`config.mk`:
```
export PLATFORM = sky130hd
export DESIGN_NAME = bus_clk_sync
export DESIGN_NICKNAME = d
export VERILOG_FILES = /design/src/rtl/bus_clk_pkg.sv /design/src/rtl/bus_clk_filter.sv /design/src/rtl/bus_clk_sync.sv
export SDC_FILE = /design/constraint.sdc
export NUM_CORES = 1
export LEC_CHECK = 0
export BUFFER_PORTS_ARGS = -buffer_cell sky130_fd_sc_hd__buf_2
export CORE_ASPECT_RATIO = 1.75
export CORE_MARGIN = 8
export CORE_UTILIZATION = 30
export DETAILED_ROUTE_END_ITERATION = 6
export HOLD_SLACK_MARGIN = 0.08
export PLACE_DENSITY_LB_ADDON = 0.05
export SETUP_SLACK_MARGIN = 0.05
export SLEW_MARGIN = 20
export SYNTH_ARGS = -nofsm -noshare
export SYNTH_HDL_FRONTEND = slang
export SYNTH_HIERARCHICAL = 1
export SYNTH_SLANG_ARGS = --single-unit
```
`constraint.sdc`:
```
create_clock -name CLK -period 1.95 [get_ports CLK]
set_input_delay 0.195 -clock CLK [delete_from_list [all_inputs] [get_ports CLK]]
set_output_delay 0.195 -clock CLK [all_outputs]
set_load 0.005 [all_outputs]
```
`src/rtl/bus_clk_pkg.sv`:
```
// bus_clk_pkg: shared state type and default parameters for the bus-clock front end
package bus_clk_pkg;
  typedef enum logic [1:0] {NO_CLK, FIRST_EDGE, RUNNING} bus_clk_state_t;
  localparam int SYNC_STAGES = 2;
  localparam int FILTER_LEN = 3;
  localparam int TIMEOUT = 255;
endpackage

```
`src/rtl/bus_clk_filter.sv`:
```
// bus_clk_filter: synchronizes the raw slot clock, deglitches it and emits edge strobes
module bus_clk_filter #(
  parameter int SYNC_STAGES = bus_clk_pkg::SYNC_STAGES,
  parameter int FILTER_LEN = bus_clk_pkg::FILTER_LEN
) (
  input  logic clk,
  input  logic rst_n,
  input  logic raw,
  output logic level,
  output logic rise,
  output logic fall
);
  logic [SYNC_STAGES-1:0] sync;
  logic [FILTER_LEN-1:0] win, win_next;
  logic level_next;
  // the level register looks at the window including the sample arriving this edge
  assign win_next = (win << 1) | FILTER_LEN'(sync[SYNC_STAGES-1]);
  assign level_next = &win_next ? 1'b1 : ~|win_next ? 1'b0 : level;
  always_ff @(posedge clk or negedge rst_n)
    if (!rst_n) begin
      sync <= '0;
      win <= '0;
      level <= 1'b0;
      rise <= 1'b0;
      fall <= 1'b0;
    end else begin
      sync <= {sync[SYNC_STAGES-2:0], raw};
      win <= win_next;
      level <= level_next;
      rise <= level_next & ~level;
      fall <= ~level_next & level;
    end
endmodule

```
`src/rtl/bus_clk_sync.sv`:
```
// bus_clk_sync: bus-clock front end with period measurement and clock-loss detection
module bus_clk_sync #(
  parameter int SYNC_STAGES = bus_clk_pkg::SYNC_STAGES,
  parameter int FILTER_LEN = bus_clk_pkg::FILTER_LEN,
  parameter int TIMEOUT = bus_clk_pkg::TIMEOUT,
  localparam int PERIOD_W = $clog2(TIMEOUT + 1)
) (
  input  logic                RESET_n,
  input  logic                CLK,
  input  logic                BUS_CLK_IN,
  output logic                CLK_3_58M,
  output logic                CLK_3_58M_EN,
  output logic                CLK_3_58M_FALL,
  output logic [PERIOD_W-1:0] PERIOD,
  output logic                PERIOD_VALID,
  output logic                CLK_ALIVE
);
  import bus_clk_pkg::*;
  localparam logic [PERIOD_W-1:0] CNT_MAX = '1;
  localparam logic [PERIOD_W-1:0] CNT_TMO = PERIOD_W'(TIMEOUT);
  bus_clk_state_t state, state_next;
  logic [PERIOD_W-1:0] cnt;
  logic timeout;
  bus_clk_filter #(.SYNC_STAGES(SYNC_STAGES), .FILTER_LEN(FILTER_LEN)) u_filter (
    .clk(CLK),
    .rst_n(RESET_n),
    .raw(BUS_CLK_IN),
    .level(CLK_3_58M),
    .rise(CLK_3_58M_EN),
    .fall(CLK_3_58M_FALL)
  );
  // a rise in the timeout cycle keeps the clock alive
  assign timeout = !CLK_3_58M_EN && cnt == CNT_TMO;
  always_comb
    state_next = CLK_3_58M_EN ? (state == NO_CLK ? FIRST_EDGE : RUNNING) : timeout ? NO_CLK : state;
  always_ff @(posedge CLK or negedge RESET_n)
    if (!RESET_n) state <= NO_CLK;
    else state <= state_next;
  always_ff @(posedge CLK or negedge RESET_n)
    if (!RESET_n) begin
      cnt <= '0;
      PERIOD <= '0;
    end else begin
      cnt <= CLK_3_58M_EN ? PERIOD_W'(1) : cnt == CNT_MAX ? cnt : cnt + 1'b1;
      if (CLK_3_58M_EN && state != NO_CLK) PERIOD <= cnt;
    end
  assign CLK_ALIVE = state == RUNNING;
  assign PERIOD_VALID = CLK_ALIVE;
endmodule

```
== After elaboration in Yosys (flattened, before gate mapping) ==
Cells that the tools add are included.
Word-level totals
  register bits: 25
  output and inout bits: 13
  word-level logic and storage cells: 32
Operators by class
  equality and inequality tests: 3
  reductions and logical operators: 8
  mux-type cells: 7
  bitwise logic cells: 5
  add/subtract/negate cells: 1
Operator list (number)
  two-way mux 8 bit: 2
  adder 8 x 1 -> 8 bit (second input constant): 1
  equality test 8 bit (second input constant): 1
  two-way mux 2 bit: 3
  nonzero test 2 bit: 2
  bitwise OR 3 x 1 -> 3 bit: 1
  AND reduction 3 bit: 1
  OR reduction 3 bit: 1
  bitwise AND 1 bit: 2
  equality test 2 bit (second input constant): 1
  logical AND 1 bit: 2
  zero test 2 bit: 1
  two-way mux 1 bit: 2
  inequality test 2 x 1 -> 1 bit (second input constant): 1
  inverter 1 bit: 2
  zero test 1 bit: 1

== Depth between registers and ports, before layout ==
  depth after elaboration: 6
  mapped depth: 4
  gate-level depth less buffers: 4

== Cells and area by module ==
The synthesis kept the hierarchy.
By module, submodules not included
  bus_clk_sync: times used 1, area each 835.8 um^2, sequential area each 450.4 um^2, cells each 74
  bus_clk_filter: times used 1, area each 222.7 um^2, sequential area each 175.2 um^2, cells each 14

== Least setup slack after synthesis ==
OpenSTA, ideal clock, no wires.
  path kind: flip-flop to flip-flop
  start point: reg cnt[0]
  end point: reg cnt[5]
  data arrival time: 1359 ps
  library setup time: 125 ps
  buffers on the path: 0
  period minus slack after synthesis: 1484 ps
  path slack: 466 ps
  stages on the path, launching flop included: 5
  cells stage by stage: dfrtp_1 ha_1 and3_1 a211oi_2 mux2_2
Between the ends
  cells in the longest elaborated chain, start to end: 3
  elaborated cells between the ends (all ways): 5
Ends and longest elaborated chain
  start, declared: line bus_clk_sync.sv:22  | logic [PERIOD_W-1:0] cnt;
  start signal, assigned: line bus_clk_sync.sv:44  | cnt <= CLK_3_58M_EN ? PERIOD_W'(1) : cnt == CNT_MAX ? cnt : cnt + 1'b1;
  adder 8 x 1 -> 8 bit: line bus_clk_sync.sv:44
  two-way mux 8 bit (2 in series): line bus_clk_sync.sv:44
Several ways; a longest one is shown, not always the timed one. The select of a mux whose other input is x is not followed.
A chain may end at the register's enable or synchronous reset.

== Worst setup path in the final report ==
Same ends and word-level chain as after synthesis.

==> flow_summary_export.csv <==
group,metric,value,unit
synth,syn_inst,88,
critical_path,critPathRequiredTime,2.11,ns
grt,antenna_found_initial,0,
finish,fin_nets,112,
synth,synth_seq_cells,25,
routing,drc,0,
grt,grt_usage,8.44,%
critical_path,path_cells,"ha_1, and3_1, a211oi_2, mux2_2",
grt,grt_pass1_wl,3.59,mm
place,io_buffers,15,
floorplanning,row_count,28,
timing,clock_skew,0.00191,ns
grt,grt_overflow,0,
synth,netlist_area,1060,um2
clocking,cts.htree.levels,1,
critical_path,cp.depth,4,
floorplanning,io_pins,16,
hold_path,hp-class,"reg -> reg",
clocking,clock_latency,0.27,ns
grt,first_global_vias,732,
timing,fmax,630,MHz
critical_path,reg2regPathDepth,4,
routing,dr_total_vias,749,
clocking,postCtsSetupRepairBufs,0,
finish,syn2layout_area_growth,17.3,%
routing,wl_per_cell,14.7,um
critical_path,critPathBufInv,0,
synth,syn-num-nets,92,
clocking,cts_resized,0,
clocking,clk_pin_slew,0.09,ns
timing,layout_min_cycle_time,1.59,ns
power_and_ir_drop,power_density,1280,nW/um2
critical_path,crit_slowest_cell,"dfrtp_1",
floorplanning,start_util,31.1,%
synth,ys_types,27,
synth,yosys_warnings,6,
clocking,root_buffer,"clkbuf_8",
finish,final_cell_mix,"dfrtp_1 (25), buf_2 (15), mux2_2 (10)",
floorplanning,die_y,94.6,um
routing,drt_first_pass_iters,3,
critical_path,critical-path-max-stage-delay,0.44,ns
critical_path,crit_type,"reg -> reg",
power_and_ir_drop,ir_drop,507,uV
timing,slew_violations,0,
grt,grt_max_degree,26,
finish,n_antenna_cell,0,
clocking,cts_buffers,3,
floorplanning,core-area,3400,um2
clocking,hold_buffers,2,
outcome,outcome,"finished clean",
critical_path,end_kind,"flop",
critical_path,cp_top_family,"flip-flops",
clocking,tritoncts,"yes",
power_and_ir_drop,p_leak,0.000579,uW
timing,hold_viol,0,
timing,report.final.setup_viol,0,
timing,worst-slew-pin-transition,0.556,ns
floorplanning,dieWidth,60.9,um
routing,via_per_inst,4.93,
timing,fin_setup_tns,0,ns
finish,layout_commonest_cell,"dfrtp_1",
critical_path,critPathMaxFanout,6,
routing,drt-initial-drc-count,15,
critical_path,worst_ep_arrival_time,1.75,ns
finish,drive_gt1_share,31.8,%
routing,drtAntennaViolNets,0,
routing,routed_wl,2.24,mm
hold_path,hold_depth,0,
floorplanning,die_area,5760,um2
job,cap_violations,0,
clocking,clock_sinks,25,
place,gp_congestion,0.743,
clocking,clockBufferDepth,2,
place,post-dp-hpwl,1.63,mm
finish,fin_util,36.5,%
critical_path,start_kind,"flop",
timing,min_period_over_period,81.4,%
timing,rsz0062_at_grt,"false",
finish,fillCellCount,369,
timing,slew_headroom,62.9,%
synth,syn_avg_cell_area,12.0,um2
synth,yosysSeqAreaShare,59.1,%
## synth_stat cells (all sizes together)
master  instances  area (um2)
o21ai           8        43.8
nor3            5        30.0
nand4           1        6.26
inv             1        3.75
dfrtp          25         626
a31oi           1        6.26
ha              1        12.5
or3             1        6.26
and3            3        18.8
and4            2        17.5
nor2b           3        18.8
a21o            1        7.51
nand3           4        20.0
nand2           5        18.8
buf             2        18.8
clkbuf          1        3.75
nor2            5        18.8
a21oi           5        25.0
a211oi          2        20.0
mux2           10         113
nor4b           2        23.8
## worst register-to-register path: stages, from the launching register on
cell and delay, ns:
dfrtp_1 0.44, ha_1 0.27, and3_1 0.20, a211oi_2 0.22, mux2_2 0.35
## cell type report
| class | count | area, um2 | area share, % |
|---|---|---|---|
| Multi-Input combinational cell | 59 | 407 | 32.8 |
| Sequential cell | 25 | 626 | 50.4 |
| Clock inverter | 1 | 5.00 | 0.403 |
| Clock buffer | 3 | 41.3 | 3.33 |
| Inverter | 1 | 3.75 | 0.302 |
| Tap cell | 45 | 56.3 | 4.54 |
| Timing Repair Buffer | 18 | 103 | 8.27 |
## sequential cells by signal (all words and copies together) (netlist names)
name,cells
u_filter/level,1
u_filter/fall,1
u_filter/win,2
state,2
cnt,8
u_filter/rise,1
PERIOD,8
u_filter/sync,2
## power breakdown
group | internal [uW] | switching, uW
clock | 143 | 166
sequential | 678 | 174
combinational | 233 | 196
## metrics by stage
stage          area [um2]  instances  power [uW]  hold slack, ns  setup WS [ns]
3_5_place_dp         1170        146        1300           0.226          0.388
5_1_grt              1240        152        1710           0.369          0.312
2_1_floorplan        1060         88        1120          -0.101          0.466
4_1_cts              1240        152        1620           0.366          0.372
3_3_place_gp         1170        146        1290           0.224          0.411
6_report             1240        152        1590           0.363          0.363
## final timing paths
| path | from | end | slack (ns) |
|---|---|---|---|
| max in group asynchronous | RESET_n | state[1] | 1.14 |
| min in group asynchronous | RESET_n | PERIOD[2] | 0.44 |
| max | cnt[0] | cnt[5] | 0.36 |
| min | u_filter/sync[0] | u_filter/sync[1] | 0.36 |
| max reg2reg | cnt[0] | cnt[5] | 0.36 |
| min reg2reg | u_filter/sync[0] | u_filter/sync[1] | 0.36 |
## layer usage
layer / part of all wire (%) / vias up / GRT usage [%]
li1: - / 353 / -
met1: 39 / 381 / 9.09
met2: 55 / 11 / 14.7
met3: 4.2 / 4 / 2.32
met4: 1.8 / 0 / 3.52
met5: 0 / - / 0
## kinds of logic (layout without fill, tap and decap cells)
logic type / Yosys count / after routing / synth area share, %
AND/OR/NAND/NOR: 31 / 31 / 16.9
AO/OA/AOI/OAI: 17 / 17 / 9.69
buffers and inverters: 4 / 23 / 2.48
multiplexers: 10 / 10 / 10.6
flip-flops: 25 / 25 / 59.1
adder cells (fa/ha/maj): 1 / 1 / 1.18
No activity file was read; power rests on OpenSTA's default activity.
